==> config.mk <==
export PLATFORM = sky130hd
export DESIGN_NAME = line_scanout
export DESIGN_NICKNAME = d
export VERILOG_FILES = /design/src/rtl/line_scanout.sv
export SDC_FILE = /design/constraint.sdc
export NUM_CORES = 1
export LEC_CHECK = 0
export BUFFER_PORTS_ARGS = -buffer_cell sky130_fd_sc_hd__buf_2
export CORE_MARGIN = 2
export CORE_UTILIZATION = 31
export CTS_CLUSTER_DIAMETER = 60
export DETAILED_ROUTE_END_ITERATION = 8
export HOLD_SLACK_MARGIN = 0.08
export PLACE_DENSITY = 0.61
export SLEW_MARGIN = 20
export SYNTH_ARGS = -nofsm -noshare
export SYNTH_HDL_FRONTEND = slang
export SYNTH_SLANG_ARGS = --single-unit
==> constraint.sdc <==
create_clock -name clock -period 3.1 [get_ports clock]
set_clock_uncertainty 0.15 [all_clocks]
set_input_delay 0.62 -clock clock [delete_from_list [all_inputs] [get_ports clock]]
set_output_delay 0.62 -clock clock [all_outputs]
set_load 0.005 [all_outputs]
==> src/rtl/line_scanout.sv <==
// line_scanout: read-side raster controller for the ping-pong RGB line buffers.
// Generates hsync/vsync/de, reads each active line from its buffer and releases it for refill.
module line_scanout #(
    parameter int H_ACTIVE = 100,
    parameter int H_FP     = 4,
    parameter int H_SYNC   = 12,
    parameter int H_BP     = 8,
    parameter int V_ACTIVE = 75,
    parameter int V_FP     = 1,
    parameter int V_SYNC   = 2,
    parameter int V_BP     = 3,
    parameter int AW       = 7
) (
    input  logic          clock,
    input  logic          reset_n,
    input  logic          enable,
    input  logic          full1,
    input  logic          full2,
    input  logic [7:0]    red_pix1,
    input  logic [7:0]    green_pix1,
    input  logic [7:0]    blue_pix1,
    input  logic [7:0]    red_pix2,
    input  logic [7:0]    green_pix2,
    input  logic [7:0]    blue_pix2,
    output logic          RE1,
    output logic          RE2,
    output logic [AW-1:0] Addr1,
    output logic [AW-1:0] Addr2,
    output logic          release1,
    output logic          release2,
    output logic [7:0]    pix_r,
    output logic [7:0]    pix_g,
    output logic [7:0]    pix_b,
    output logic          de,
    output logic          hsync,
    output logic          vsync,
    output logic          underrun
);
    localparam int H_TOTAL = H_ACTIVE + H_FP + H_SYNC + H_BP;
    localparam int V_TOTAL = V_ACTIVE + V_FP + V_SYNC + V_BP;
    localparam int HW      = $clog2(H_TOTAL);
    localparam int VW      = $clog2(V_TOTAL);

    localparam logic [HW-1:0] H_ACT_C      = HW'(H_ACTIVE);
    localparam logic [HW-1:0] H_RD_LAST_C  = HW'(H_ACTIVE - 1);
    localparam logic [HW-1:0] H_SYNC_BEG_C = HW'(H_ACTIVE + H_FP);
    localparam logic [HW-1:0] H_SYNC_END_C = HW'(H_ACTIVE + H_FP + H_SYNC);
    localparam logic [HW-1:0] H_LAST_C     = HW'(H_TOTAL - 1);
    localparam logic [VW-1:0] V_ACT_C      = VW'(V_ACTIVE);
    localparam logic [VW-1:0] V_SYNC_BEG_C = VW'(V_ACTIVE + V_FP);
    localparam logic [VW-1:0] V_SYNC_END_C = VW'(V_ACTIVE + V_FP + V_SYNC);
    localparam logic [VW-1:0] V_LAST_C     = VW'(V_TOTAL - 1);

    typedef enum logic {
        ST_IDLE = 1'b0,
        ST_RUN  = 1'b1
    } state_e;

    state_e        state_r;
    logic [HW-1:0] h_cnt_r;
    logic [VW-1:0] v_cnt_r;
    logic          sel_r;
    logic          line_ok_r;
    logic          underrun_r;
    logic [AW-1:0] addr1_hold_r;
    logic [AW-1:0] addr2_hold_r;
    logic          release1_r;
    logic          release2_r;
    logic          act_d1_r;
    logic          hs_n_d1_r;
    logic          vs_n_d1_r;
    logic          rd_d1_r;
    logic          rd_sel_d1_r;
    logic          de_r;
    logic          hsync_r;
    logic          vsync_r;
    logic [23:0]   pix_r_r;

    logic          run_s;
    logic          act_s;
    logic          hs_s;
    logic          vs_s;
    logic          line_start_s;
    logic          line_done_s;
    logic          frame_end_s;
    logic          full_sel_s;
    logic          rd_ok_s;
    logic          rd_s;
    logic [AW-1:0] rd_addr_s;

    // Raw raster timing and read qualification decoded from the counters
    always_comb begin
        run_s        = (state_r == ST_RUN);
        act_s        = run_s && (h_cnt_r < H_ACT_C) && (v_cnt_r < V_ACT_C);
        hs_s         = run_s && (h_cnt_r >= H_SYNC_BEG_C) && (h_cnt_r < H_SYNC_END_C);
        vs_s         = run_s && (v_cnt_r >= V_SYNC_BEG_C) && (v_cnt_r < V_SYNC_END_C);
        line_start_s = act_s && (h_cnt_r == {HW{1'b0}});
        line_done_s  = act_s && (h_cnt_r == H_RD_LAST_C);
        frame_end_s  = run_s && (h_cnt_r == H_LAST_C) && (v_cnt_r == V_LAST_C);
        full_sel_s   = sel_r ? full2 : full1;
        // The line-start cycle must already read, so it uses the live full flag
        if (line_start_s) begin
            rd_ok_s = full_sel_s;
        end else begin
            rd_ok_s = line_ok_r;
        end
        rd_s      = act_s && rd_ok_s;
        rd_addr_s = AW'(h_cnt_r);
    end

    // Read enable and address steering towards the buffer of the current line
    always_comb begin
        RE1   = 1'b0;
        RE2   = 1'b0;
        Addr1 = addr1_hold_r;
        Addr2 = addr2_hold_r;
        if (rd_s && sel_r) begin
            RE2   = 1'b1;
            Addr2 = rd_addr_s;
        end else if (rd_s) begin
            RE1   = 1'b1;
            Addr1 = rd_addr_s;
        end else begin
            RE1 = 1'b0;
            RE2 = 1'b0;
        end
    end

    // Run/idle FSM with the raster counters and the line-buffer select
    always_ff @(posedge clock or negedge reset_n) begin
        if (!reset_n) begin
            state_r <= ST_IDLE;
            h_cnt_r <= {HW{1'b0}};
            v_cnt_r <= {VW{1'b0}};
            sel_r   <= 1'b0;
        end else begin
            case (state_r)
                ST_IDLE: begin
                    h_cnt_r <= {HW{1'b0}};
                    v_cnt_r <= {VW{1'b0}};
                    sel_r   <= 1'b0;
                    state_r <= enable ? ST_RUN : ST_IDLE;
                end
                ST_RUN: begin
                    if (h_cnt_r == H_LAST_C) begin
                        h_cnt_r <= {HW{1'b0}};
                        if (v_cnt_r == V_LAST_C) begin
                            v_cnt_r <= {VW{1'b0}};
                            sel_r   <= 1'b0;
                            state_r <= enable ? ST_RUN : ST_IDLE;
                        end else begin
                            v_cnt_r <= v_cnt_r + VW'(1);
                        end
                    end else begin
                        h_cnt_r <= h_cnt_r + HW'(1);
                        if (line_done_s) begin
                            sel_r <= ~sel_r;
                        end
                    end
                end
                default: begin
                    state_r <= ST_IDLE;
                end
            endcase
        end
    end

    // Per-line latch of buffer readiness, sticky underrun, address hold and release pulses
    always_ff @(posedge clock or negedge reset_n) begin
        if (!reset_n) begin
            line_ok_r    <= 1'b0;
            underrun_r   <= 1'b0;
            addr1_hold_r <= {AW{1'b0}};
            addr2_hold_r <= {AW{1'b0}};
            release1_r   <= 1'b0;
            release2_r   <= 1'b0;
        end else begin
            if (line_start_s) begin
                line_ok_r <= full_sel_s;
                if (!full_sel_s) begin
                    underrun_r <= 1'b1;
                end
            end
            if (frame_end_s && !enable) begin
                addr1_hold_r <= {AW{1'b0}};
                addr2_hold_r <= {AW{1'b0}};
            end else begin
                if (RE1) begin
                    addr1_hold_r <= rd_addr_s;
                end
                if (RE2) begin
                    addr2_hold_r <= rd_addr_s;
                end
            end
            release1_r <= line_done_s && rd_ok_s && !sel_r;
            release2_r <= line_done_s && rd_ok_s && sel_r;
        end
    end

    // Two-stage output pipeline matching the one-clock buffer read latency
    always_ff @(posedge clock or negedge reset_n) begin
        if (!reset_n) begin
            act_d1_r    <= 1'b0;
            hs_n_d1_r   <= 1'b1;
            vs_n_d1_r   <= 1'b1;
            rd_d1_r     <= 1'b0;
            rd_sel_d1_r <= 1'b0;
            de_r        <= 1'b0;
            hsync_r     <= 1'b1;
            vsync_r     <= 1'b1;
            pix_r_r     <= 24'h000000;
        end else begin
            act_d1_r    <= act_s;
            hs_n_d1_r   <= ~hs_s;
            vs_n_d1_r   <= ~vs_s;
            rd_d1_r     <= rd_s;
            rd_sel_d1_r <= sel_r;
            de_r        <= act_d1_r;
            hsync_r     <= hs_n_d1_r;
            vsync_r     <= vs_n_d1_r;
            if (rd_d1_r && rd_sel_d1_r) begin
                pix_r_r <= {red_pix2, green_pix2, blue_pix2};
            end else if (rd_d1_r) begin
                pix_r_r <= {red_pix1, green_pix1, blue_pix1};
            end else begin
                pix_r_r <= 24'h000000;
            end
        end
    end

    assign release1 = release1_r;
    assign release2 = release2_r;
    assign pix_r    = pix_r_r[23:16];
    assign pix_g    = pix_r_r[15:8];
    assign pix_b    = pix_r_r[7:0];
    assign de       = de_r;
    assign hsync    = hsync_r;
    assign vsync    = vsync_r;
    assign underrun = underrun_r;

endmodule

* Word-level counts from Yosys, hierarchy flattened *
Cells that the tools add are included.

storage, ports and cells
  flip-flop bits (word level) = 66
  logic and storage cells = 89

operators by class
  add/sub/neg operators = 2
  $lt $le $gt $ge = 6
  equality and inequality tests = 6
  multiplexer cells = 27
  bitwise logic cells = 5
  reductions and logical operators = 24

operators with widths
  cell                                                              count
  7-bit two-way mux                                                 10
  24-bit two-way mux                                                2
  7-bit < comparator (second input constant)                        4
  7-bit one-hot mux with 2 select lines                             2
  7-bit == test (second input constant)                             3
  1-bit logical AND                                                 17
  7-bit by 1-bit adder with 7-bit output (second input constant)    2
  7-bit >= comparator (second input constant)                       2
  1-bit two-way mux                                                 11
  7-bit zero test                                                   1
  1-bit inverter                                                    5
  1-bit one-hot mux with 2 select lines                             2
  2-bit AND reduction                                               2
  2-bit nonzero test                                                2
  3-bit by 1-bit != test with 1-bit output (second input constant)  1
  3-bit by 2-bit != test with 1-bit output (second input constant)  1
  1-bit zero test                                                   2
  2-bit by 1-bit != test with 1-bit output (second input constant)  1

* Depth between registers and ports, before layout *
Gate-level depths: netlist (run 1).

  depth after elaboration = 10
  gate-level depth with buffers = 7
  mapped depth without buffers = 6

* Least setup slack after synthesis (run 1) *
Ideal clock, no wire load.

  kind = register to output
  start point = register h_cnt_r[0]
  end point = output Addr1[4]
  arrival = 1.986 ns
  required time = 2.330 ns
  setup slack = 0.344 ns
  stages on the path, launching flop included = 8
  path buffers = 1
  cell sequence = dfrtp_1 -> inv_1 -> ha_1 -> nor3b_1 -> a21oi_2 -> nor4_4 -> buf_8 -> mux2_4

between the ends
  word-level cells in the longest chain between the ends = 8
  elaborated cells on any way between the ends = 10
  classes of those cells = order compare (1); mux (3); reduce/logical (6)

RTL lines
  what                                                    line      text
  from (decl)                                             60        logic [HW-1:0] h_cnt_r;
  from (signal assigned)                                  133       h_cnt_r <= {HW{1'b0}};
  from (signal assigned)                                  139       h_cnt_r <= {HW{1'b0}};
  from (signal assigned)                                  146       h_cnt_r <= {HW{1'b0}};
  7-bit < comparator                                      94        act_s = run_s && (h_cnt_r < H_ACT_C) && (v_cnt_r < V_ACT_C);
  1-bit logical AND (2 in a row)                          94
  1-bit logical AND                                       97        line_start_s = act_s && (h_cnt_r == {HW{1'b0}});
  1-bit two-way mux                                       n/a
  1-bit logical AND (*)                                   107       rd_s = act_s && rd_ok_s;
  7-bit two-way mux or 1-bit logical AND (tied branches)  120, 117
  7-bit two-way mux (*)                                   117       if (rd_s && sel_r) begin
  to (decl)                                               27        output logic [AW-1:0] Addr1,

Mark *: on every way between the ends. The rest lies on a longest branch, timed or not.

* Final worst setup path (run 1) *
  start point = register h_cnt_r[3]
  end point = output Addr1[3]

between the ends
  word-level cells in the longest chain between the ends = 8
  elaborated cells on any way between the ends = 10
  classes of those cells = order compare (1); mux (3); reduce/logical (6)

RTL lines
  what                                                    line
  7-bit < comparator                                      94
  1-bit logical AND (2 in a row)                          94
  1-bit logical AND                                       97
  1-bit two-way mux                                       n/a
  1-bit logical AND                                       107
  7-bit two-way mux or 1-bit logical AND (tied branches)  120, 117
  7-bit two-way mux (*)                                   117

Marked as above.

==> impl_metrics.json, run 1 <==
{
  "clk_path_buf_depth": 2,
  "synth_edf_count": 0,
  "grt.overflow.total": 0,
  "setup_slack_ns": 0.0492,
  "n_antenna_cell": 0,
  "period_minus_slack_ns": 3.05,
  "period_share_pct": 98.4,
  "ys_ff_latch": 66,
  "io_buffer_count": 98,
  "wl_um": 7450,
  "rsz0062_at_grt": "true",
  "cp-endpoint": "Addr1[3]",
  "io-pin-count": 99,
  "dp_worst_setup_slack_ns": 0.160,
  "drc_errors": 0,
  "end_kind": "output pin",
  "cts_made_buffers": 9,
  "clkSinkCount": 66,
  "min_path_cells": 0,
  "final_common_cell": "buf_2",
  "path_buf_inv": 2,
  "slew_headroom_pct": 41.9,
  "antenna_found_initial": 0,
  "ys_warn_count": 0,
  "drive_gt1_share_pct": 45.3,
  "r2r_start": "v_cnt_r[0]$_DFFE_PN0P_",
  "grt_pass1_wl_um": 11900,
  "layout_common_cells": "buf_2, dfrtp_1, mux2i_1, buf_4, nor2b_1",
  "synth_cell_types": 42,
  "required_ns": 2.33,
  "grt_pass1_vias": 2434,
  "place_inst": 502,
  "post-synth-top-area-cell": "dfrtp_1",
  "cpPeakStageDelay_ns": 0.44,
  "worst_pin_slew_ns": 0.866,
  "yosys_most_used_dff": "dfrtp_1",
  "yosys.area.top_type_share_pct": 48.0,
  "clkLatencyLatePin_ns": 0.34,
  "fin_cells": 536,
  "path_depth": 6,
  "syn_area_sq_mm": 0.00323,
  "peakVddDrop_uv": 163,
  "htreeDepth": 3,
  "reg2reg_to": "addr1_hold_r[2]$_DFFE_PN0P_",
  "die_h_um": 106,
  "gr-usage-all-layers_pct": 13.4,
  "synthToLayoutAreaGrowth_pct": 34.8,
  "rrSetupSlack_ns": 0.68,
  "final-hold-violation-count": 0,
  "slowest_stage": "dfrtp_2",
  "syn_area_per_cell_sq_um": 11.9,
  "coreArea_sq_mm": 0.0102,
  "syn_nets": 328,
  "postRouteAntennaNets": 0,
  "setup_viol": 0,
  "start_util_pct": 31.6,
  "drt_iter0_markers": 98,
  "wire_per_inst_um": 13.9,
  "die_w_um": 106,
  "cts_hold_buf": 0,
  "cts_tree": "built",
  "r2r_cells": 6,
  "slew_viol_final": 0,
  "vias": 2444,
  "dieArea_sq_mm": 0.0113,
  "min_path_type": "reg -> reg",
  "worstPathCellList": "o311ai_4 > o2111ai_4 > nor4_4 > buf_12 > mux2_4 > buf_6",
  "crit_fanout": 7,
  "worstPathArrival_ns": 2.28,
  "critical_path_class": "reg -> out",
  "clk_pin_slew_ns": 0.07,
  "synth_area_leaders": "dfrtp_1, mux2i_1, nor2b_1",
  "p_per_area_mw_per_mm2": 390,
  "layout.nets": 452,
  "crit_family": "compound AO/OA/AOI/OAI gates",
  "rows": 37,
  "post_drt_via_cell_ratio": 4.56,
  "crit_start": "h_cnt_r[3]$_DFF_PN0_",
  "drv_cap": 0,
  "grt_max_degree": 67,
  "p_leak_uw": 0.00201,
  "status": "finished clean",
  "hold_slack_ns": 0.205,
  "dp_hpwl_um": 5010,
  "postSynthCellCount": 271,
  "crit_path_start_kind": "register",
  "clock-root-buffer": "clkbuf_8",
  "synthArstFlopShare_pct": 100,
  "ys_seq_area_share_pct": 51.2,
  "dr.pass1.iters": 4,
  "fmax_mhz": 328,
  "gp_congestion": 0.803
}
cell type report:
class / count / area [sq um]
fillers: 993 / 5870
flip-flops and latches: 66 / 1660
multi-input cells: 174 / 1470
repair buffers: 129 / 817
clock buffers: 14 / 173
well taps: 136 / 170
inverters: 15 / 56.3
clock inverters: 2 / 10.0
metrics by stage:
stage	TNS [ns]	util, %	total power, uW	area [sq um]
4_1_cts	0	41.7	1730	4270
6_report	0	42.6	1700	4360
3_5_place_dp	0	38.0	1030	3890
5_1_grt	-0.122	42.6	1780	4360
2_1_floorplan	0	-	951	3230
3_3_place_gp	0	38.0	1030	3890
power by group:
group / leakage (uW) / switching (uW) / internal, uW / total [uW]
Clock: 0.0000965 / 317 / 354 / 672
Combinational: 0.00113 / 58.4 / 77.7 / 136
Sequential: 0.000787 / 10.3 / 882 / 892
Total: 0.00201 / 386 / 1310 / 1700
how the worst min path moves through the flow:
stage	from	endpoint	slack (ns)
detailed placement	hs_n_d1_r$_DFF_PN1_	hsync$_DFF_PN1_	0.20
floorplan	reset_n	act_d1_r$_DFF_PN0_	0.17
CTS	hs_n_d1_r$_DFF_PN1_	hsync$_DFF_PN1_	0.21
global placement	act_d1_r$_DFF_PN0_	de$_DFF_PN0_	0.19
global route	hs_n_d1_r$_DFF_PN1_	hsync$_DFF_PN1_	0.21
finish	hs_n_d1_r$_DFF_PN1_	hsync$_DFF_PN1_	0.21
cells in the mapped netlist, types with 5 or more instances:
master and count:
nand3_1 5, a21oi_1 8, nor2_1 8, inv_1 15
o21ai_0 18, nor2b_1 25, mux2i_1 38, nand2b_1 5
buf_6 5, dfrtp_1 62, and3_1 5, nand2_1 6
clkbuf_1 7, mux2_2 13
metal layers:
metal | vias up | global-route usage [%] | wire length, um
met2 | 72 | 21.2 | 3530
met4 | 0 | 3.67 | 99
met1 | 1176 | 17.8 | 3380
met5 | - | 0 | 0
met3 | 11 | 4.11 | 439
li1 | 1185 | - | -
cell families after synthesis:
group | synth area share (%)
AO/OA/AOI/OAI | 8.24
XOR/XNOR | 1.08
adder cells (fa/ha/maj) | 1.55
buffers and inverters | 5.61
flip-flops | 51.2
multiplexers | 18.2
AND/OR/NAND/NOR | 14.1
sequential cells by signal, indices dropped and copies added (netlist names):
signal / cells
pix_r_r: 24
addr1_hold_r: 7
addr2_hold_r: 7
h_cnt_r: 7
v_cnt_r: 7
act_d1_r: 1
de: 1
hs_n_d1_r: 1
hsync: 1
line_ok_r: 1
rd_d1_r: 1
rd_sel_d1_r: 1
release1: 1
release2: 1
run_s: 1
sel_r: 1
underrun: 1
vs_n_d1_r: 1
vsync: 1
what timing repair did:
| action | in CTS | in global routing |
|---|---|---|
| hold endpoints to repair | 0 | 0 |
| gates resized for setup | 20 | 9 |
| setup buffers | 11 | 7 |
| cloned | 1 | 0 |
| pin swaps | 5 | 2 |
| endpoints found under the setup margin | 14 | 14 |
No activity file was read; power rests on OpenSTA's default activity.
==> run 2: changes to the inputs <==
--- a/config.mk
+++ b/config.mk
@@ -5,6 +5,8 @@
 export SDC_FILE = /design/constraint.sdc
 export NUM_CORES = 1
 export LEC_CHECK = 0
+export ABC_AREA = 1
+export ABC_CLOCK_PERIOD_IN_PS = 3100
 export BUFFER_PORTS_ARGS = -buffer_cell sky130_fd_sc_hd__buf_2
 export CORE_MARGIN = 2
 export CORE_UTILIZATION = 31
==> impl_metrics.json, run 2 <==
{
  "ys_top_cells_by_count": "nand2_1, nand3_1, dfrtp_1",
  "ys_warn_count": 0,
  "io-pin-count": 99,
  "switching_share_pct": 22.7,
  "layout.nets": 502,
  "post_drt_via_cell_ratio": 4.66,
  "worstPathCellList": "inv_1 > ha_1 > nand2_1 > nor2_2 > nand4_1 > nand2_4 > nand3_4 > nand2_1 > nand2_1 > buf_2",
  "min_path_type": "in -> async",
  "crit_path_start_kind": "register",
  "tns_ns": 0,
  "fmax_mhz": 342,
  "synth_edf_count": 0,
  "grt_max_degree": 49,
  "synth_top_family_by_area": "simple AND/OR/NAND/NOR gates",
  "wl_um": 7430,
  "start_util_pct": 31.8,
  "io_buffer_count": 98,
  "grt_pass1_wl_um": 12400,
  "layout_common_cells": "buf_2, nand2_1, nand3_1, dfrtp_1, inv_1",
  "syn_area_sq_mm": 0.00309,
  "yosysMostFrequentCell": "nand2_1",
  "postSynthCellCount": 352,
  "gr-usage-all-layers_pct": 14.4,
  "worst_pin_slew_ns": 0.831,
  "clk_path_buf_depth": 2,
  "postRouteAntennaNets": 0,
  "crit_top_cell": "nand2_1",
  "drive_gt1_share_pct": 31.3,
  "grt.overflow.total": 0,
  "place_inst": 567,
  "required_ns": 2.33,
  "setup_viol": 0,
  "p_leak_uw": 0.00211,
  "synthAdderAreaFrac_pct": 1.62,
  "crit_fanout": 18,
  "dieArea_sq_mm": 0.0108,
  "vias": 2715,
  "path_buf_inv": 2,
  "post-synth-top-area-cell": "dfrtp_1",
  "ys_seq_area_share_pct": 53.6,
  "clock-root-buffer": "clkbuf_8",
  "p_clk_share_pct": 44.6,
  "syn_nets": 409,
  "final_common_cell": "buf_2",
  "crit_family": "simple AND/OR/NAND/NOR gates",
  "drc_errors": 0,
  "synthArstFlopShare_pct": 100,
  "coreArea_sq_mm": 0.00973,
  "p_per_area_mw_per_mm2": 467,
  "htreeDepth": 3,
  "critical_path_class": "reg -> out",
  "yosys.area.top_type_share_pct": 50.2,
  "end_kind": "output pin",
  "rsz0062_at_grt": "false",
  "post-cts-setup-buffers": 0,
  "ys_ff_latch": 66,
  "slew_viol_final": 0,
  "drt_iter0_markers": 315,
  "final-hold-violation-count": 0,
  "wire_per_inst_um": 12.7,
  "cts_tree": "built",
  "dr.pass1.iters": 4,
  "status": "finished clean",
  "clkLatencyLatePin_ns": 0.35,
  "synth_mux_area_share_pct": 0,
  "synth-simple-area-share_pct": 32.4,
  "synth_compound_area_share_pct": 3.24,
  "antenna_found_initial": 0,
  "n_antenna_cell": 0,
  "slowest_stage": "dfrtp_1",
  "regMostFlops": "pix_r_r",
  "syn_area_per_cell_sq_um": 8.78,
  "rows": 36,
  "period_minus_slack_ns": 2.92,
  "comb_power_share_pct": 6.7,
  "slew_headroom_pct": 44.6,
  "fin_cells": 583,
  "synth_xor_area_share_pct": 1.70,
  "yosys_most_used_dff": "dfrtp_1",
  "die_w_um": 104,
  "largest_reg_flops": 24,
  "dp_hpwl_um": 5310,
  "clk_pin_slew_ns": 0.08,
  "clkSinkCount": 66,
  "die_h_um": 104,
  "grt_pass1_vias": 2578,
  "cpPeakStageDelay_ns": 0.47,
  "synthToLayoutAreaGrowth_pct": 26.4,
  "period_share_pct": 94.2,
  "p_int_uw": 1410,
  "synth_area_leaders": "dfrtp_1, nand3_1, nand2_1",
  "synth_cell_types": 32,
  "worstPathArrival_ns": 2.15,
  "cts_made_buffers": 9,
  "p_seq_share_pct": 48.7,
  "drv_cap": 0,
  "gp_congestion": 0.809,
  "p_switching_uw": 414,
  "peakVddDrop_uv": 215
}
## run 2: repair_timing
item / 4_1_cts / 5_1_grt
endpoints found under the hold margin: 0 / 0
setup endpoints to repair: 0 / 16
gates resized for setup: 0 / 4
hold buffers: 0 / 0
## run 2: logic make-up after synthesis
| family | count (synthesis) |
|---|---|
| AO/OA/AOI/OAI | 18 |
| flip-flops | 66 |
| AND/OR/NAND/NOR | 210 |
| adder cells (fa/ha/maj) | 4 |
| buffers and inverters | 48 |
| XOR/XNOR | 6 |
## run 2: per-stage QoR
step	cell area [sq um]	setup slack (ns)	hold slack, ns	utilization [%]	power, uW
2_1_floorplan	3090	0.918	0.174	-	950
3_3_place_gp	3670	0.523	0.187	37.7	1030
3_5_place_dp	3670	0.453	0.188	37.7	1030
4_1_cts	3900	0.0292	0.146	40.1	1850
5_1_grt	3910	0.0181	0.170	40.1	1900
6_report	3910	0.180	0.140	40.1	1830
## run 2: path summary, 6_finish.rpt
check / from / to / slack (ns) / cells after the start
max: h_cnt_r[0]$_DFF_PN0_ / Addr1[6] / 0.18 / 10
min: reset_n / pix_r_r[10]$_DFF_PN0_ / 0.14 / 1
max reg2reg: h_cnt_r[0]$_DFF_PN0_ / addr2_hold_r[4]$_DFFE_PN0P_ / 0.88 / 8
min reg2reg: act_d1_r$_DFF_PN0_ / de$_DFF_PN0_ / 0.20 / 0
max in group asynchronous: reset_n / vs_n_d1_r$_DFF_PN1_ / 1.98 / 2
min in group clock: act_d1_r$_DFF_PN0_ / de$_DFF_PN0_ / 0.20 / 0
## run 2: layout make-up
class / count / area (sq um)
multi-input combinational: 238 / 1200
clock inverter: 6 / 90.1
fill: 999 / 5820
tap: 133 / 166
inverter: 26 / 101
timing repair buffer: 104 / 548
sequential: 66 / 1660
clock buffer: 10 / 138
## run 2: routing by layer
| metal | GRT usage (%) | share of wire (%) | up-vias |
|---|---|---|---|
| li1 | - | - | 1347 |
| met1 | 18.4 | 47 | 1245 |
| met2 | 22.3 | 43 | 110 |
| met3 | 4.85 | 7.8 | 13 |
| met4 | 5.79 | 1.9 | 0 |
| met5 | 0 | 0 | - |
## run 2: power groups by stage
stage,combinational (uW),clock [uW],sequential [uW]
floorplan,41.1,0,908
global placement,122,0,905
detailed placement,124,0,906
CTS,125,840,889
global route,139,872,892
finish,122,814,890
==> run 3: changes to the inputs <==
--- a/config.mk
+++ b/config.mk
@@ -8,12 +8,15 @@
 export ABC_AREA = 1
 export ABC_CLOCK_PERIOD_IN_PS = 3100
 export BUFFER_PORTS_ARGS = -buffer_cell sky130_fd_sc_hd__buf_2
+export CELL_PAD_IN_SITES_DETAIL_PLACEMENT = 0
+export CELL_PAD_IN_SITES_GLOBAL_PLACEMENT = 2
+export CORE_ASPECT_RATIO = 1.4
 export CORE_MARGIN = 2
-export CORE_UTILIZATION = 31
+export CORE_UTILIZATION = 29
 export CTS_CLUSTER_DIAMETER = 60
 export DETAILED_ROUTE_END_ITERATION = 8
 export HOLD_SLACK_MARGIN = 0.08
-export PLACE_DENSITY = 0.61
+export PLACE_DENSITY = 0.87
 export SLEW_MARGIN = 20
 export SYNTH_ARGS = -nofsm -noshare
 export SYNTH_HDL_FRONTEND = slang
==> impl_metrics.json, run 3 (synthesis gave the netlist of run 2 again) <==
{
  "slew_viol_final": 0,
  "p_int_uw": 1660,
  "layout.nets": 502,
  "vias": 2714,
  "cts_hold_buf": 0,
  "fin_cells": 588,
  "path_buf_inv": 2,
  "p_seq_share_pct": 42.7,
  "worstPathArrival_ns": 2.09,
  "largest_reg_flops": 24,
  "postPlaceCellArea_sq_mm": 0.00368,
  "finish.utilization_pct": 38.6,
  "status": "finished clean",
  "drc_errors": 0,
  "slew_headroom_pct": 51.1,
  "dr.pass1.iters": 4,
  "final-hold-violation-count": 0,
  "die_w_um": 91.2,
  "comb_power_share_pct": 5.8,
  "crit_path_start_kind": "register",
  "drv_cap": 0,
  "clkSinkCount": 66,
  "p_per_area_mw_per_mm2": 522,
  "start_util_pct": 29.8,
  "gp_congestion": 0.801,
  "tns_ns": 0,
  "die_h_um": 126,
  "final_common_cell": "buf_2",
  "antenna_found_initial": 0,
  "rsz0062_at_grt": "false",
  "grt_pass1_wl_um": 13000,
  "grt_pass1_vias": 2715,
  "p_switching_uw": 427,
  "crit_top_cell": "nand2_1",
  "period_minus_slack_ns": 2.86,
  "period_share_pct": 92.2,
  "rrSetupSlack_ns": 0.91,
  "fillers": 1109,
  "postRouteAntennaNets": 0,
  "io-pin-count": 99,
  "peakVddDrop_uv": 264,
  "regMostFlops": "pix_r_r",
  "post_drt_via_cell_ratio": 4.62,
  "worstPathCellList": "inv_1 > nand3_1 > nor2_2 > nand4_1 > nand2_4 > nand3_4 > nand2_1 > nand2_1 > buf_2",
  "fmax_mhz": 350,
  "clkLatencyLatePin_ns": 0.33,
  "rows": 44,
  "setup_viol": 0,
  "clock-root-buffer": "clkbuf_16",
  "design_area_sq_mm": 0.00400,
  "dp_hpwl_um": 5710,
  "slowest_stage": "dfrtp_1",
  "totalPowerFinal_uw": 2090,
  "htreeDepth": 3,
  "cts_made_buffers": 9,
  "crit_family": "simple AND/OR/NAND/NOR gates",
  "grt_max_degree": 49,
  "io_buffer_count": 98,
  "p_clk_share_pct": 51.5,
  "wl_um": 7830,
  "end_kind": "output pin",
  "grt.overflow.total": 0,
  "gr-usage-all-layers_pct": 14.3,
  "n_antenna_cell": 0,
  "p_leak_uw": 0.00216,
  "post-cts-setup-buffers": 0,
  "drive_gt1_share_pct": 30.2,
  "place_inst": 572,
  "coreArea_sq_mm": 0.0103,
  "synthToLayoutAreaGrowth_pct": 29.4,
  "cts_resized": 0,
  "clk_path_buf_depth": 2,
  "worst_pin_slew_ns": 0.732,
  "crit_fanout": 18,
  "layout_common_cells": "buf_2, nand2_1, nand3_1, dfrtp_1, inv_1",
  "switching_share_pct": 20.5,
  "required_ns": 2.33,
  "critical_path_class": "reg -> out",
  "drt_iter0_markers": 112,
  "dieArea_sq_mm": 0.0115,
  "cpPeakStageDelay_ns": 0.50,
  "clk_pin_slew_ns": 0.05,
  "min_path_type": "in -> async",
  "cts_tree": "built",
  "wire_per_inst_um": 13.3
}
## run 3: cell types whose count changed in the layout (fill, tap and decap cells not counted), moves of 2 or more
cell / previous run / this run
dfrtp_2: 2 / 0
dfrtp_1: 60 / 62
clkinv_4: 2 / 0
clkbuf_16: 0 / 9
clkbuf_8: 10 / 1
## run 3: final timing paths
check                           cells after the start                 start                           to
worst max-delay path                                9  h_cnt_r[4]$_DFF_PN0_                     Addr1[4]
worst min-delay path                                1               reset_n  addr1_hold_r[1]$_DFFE_PN0P_
worst max register to register                      8  h_cnt_r[1]$_DFF_PN0_  addr1_hold_r[1]$_DFFE_PN0P_
worst min register to register                      0    act_d1_r$_DFF_PN0_                 de$_DFF_PN0_
max in group asynchronous                           2               reset_n              vsync$_DFF_PN1_
min in group clock                                  0    act_d1_r$_DFF_PN0_                 de$_DFF_PN0_
## run 3: stage by stage
step                      hold WS, ns  setup slack (ns)
after detailed placement        0.186             0.576
after CTS                       0.197             0.213
final                           0.178             0.242
after global placement          0.187             0.598
after floorplan                 0.174             0.918
after global routing            0.208            0.0244
## run 3: cell type report
| type | instances | area (sq um) | area share, % |
|---|---|---|---|
| Clock buffer | 11 | 243 | 6.07 |
| Clock inverter | 5 | 77.6 | 1.94 |
| Inverter | 26 | 97.6 | 2.44 |
| Multi-Input combinational cell | 238 | 1200 | 30.1 |
| Sequential cell | 66 | 1660 | 41.4 |
| Tap cell | 138 | 173 | 4.32 |
| Timing Repair Buffer | 104 | 548 | 13.7 |
## run 3: power groups by stage
stage / Sequential (uW) / Combinational (uW) / Clock (uW)
global route: 893 / 139 / 1150
detailed placement: 905 / 125 / 0
CTS: 890 / 125 / 1100
floorplan: 908 / 41.1 / 0
global placement: 905 / 123 / 0
finish: 891 / 122 / 1080
## run 3: metal layers
| layer | vias to the layer above | routed length, um | GRT usage, % |
|---|---|---|---|
| li1 | 1348 | - | - |
| met4 | 0 | 333 | 9.45 |
| met5 | - | 0 | 0 |
| met3 | 21 | 243 | 2.45 |
| met2 | 53 | 4040 | 24.4 |
| met1 | 1292 | 3220 | 16.5 |
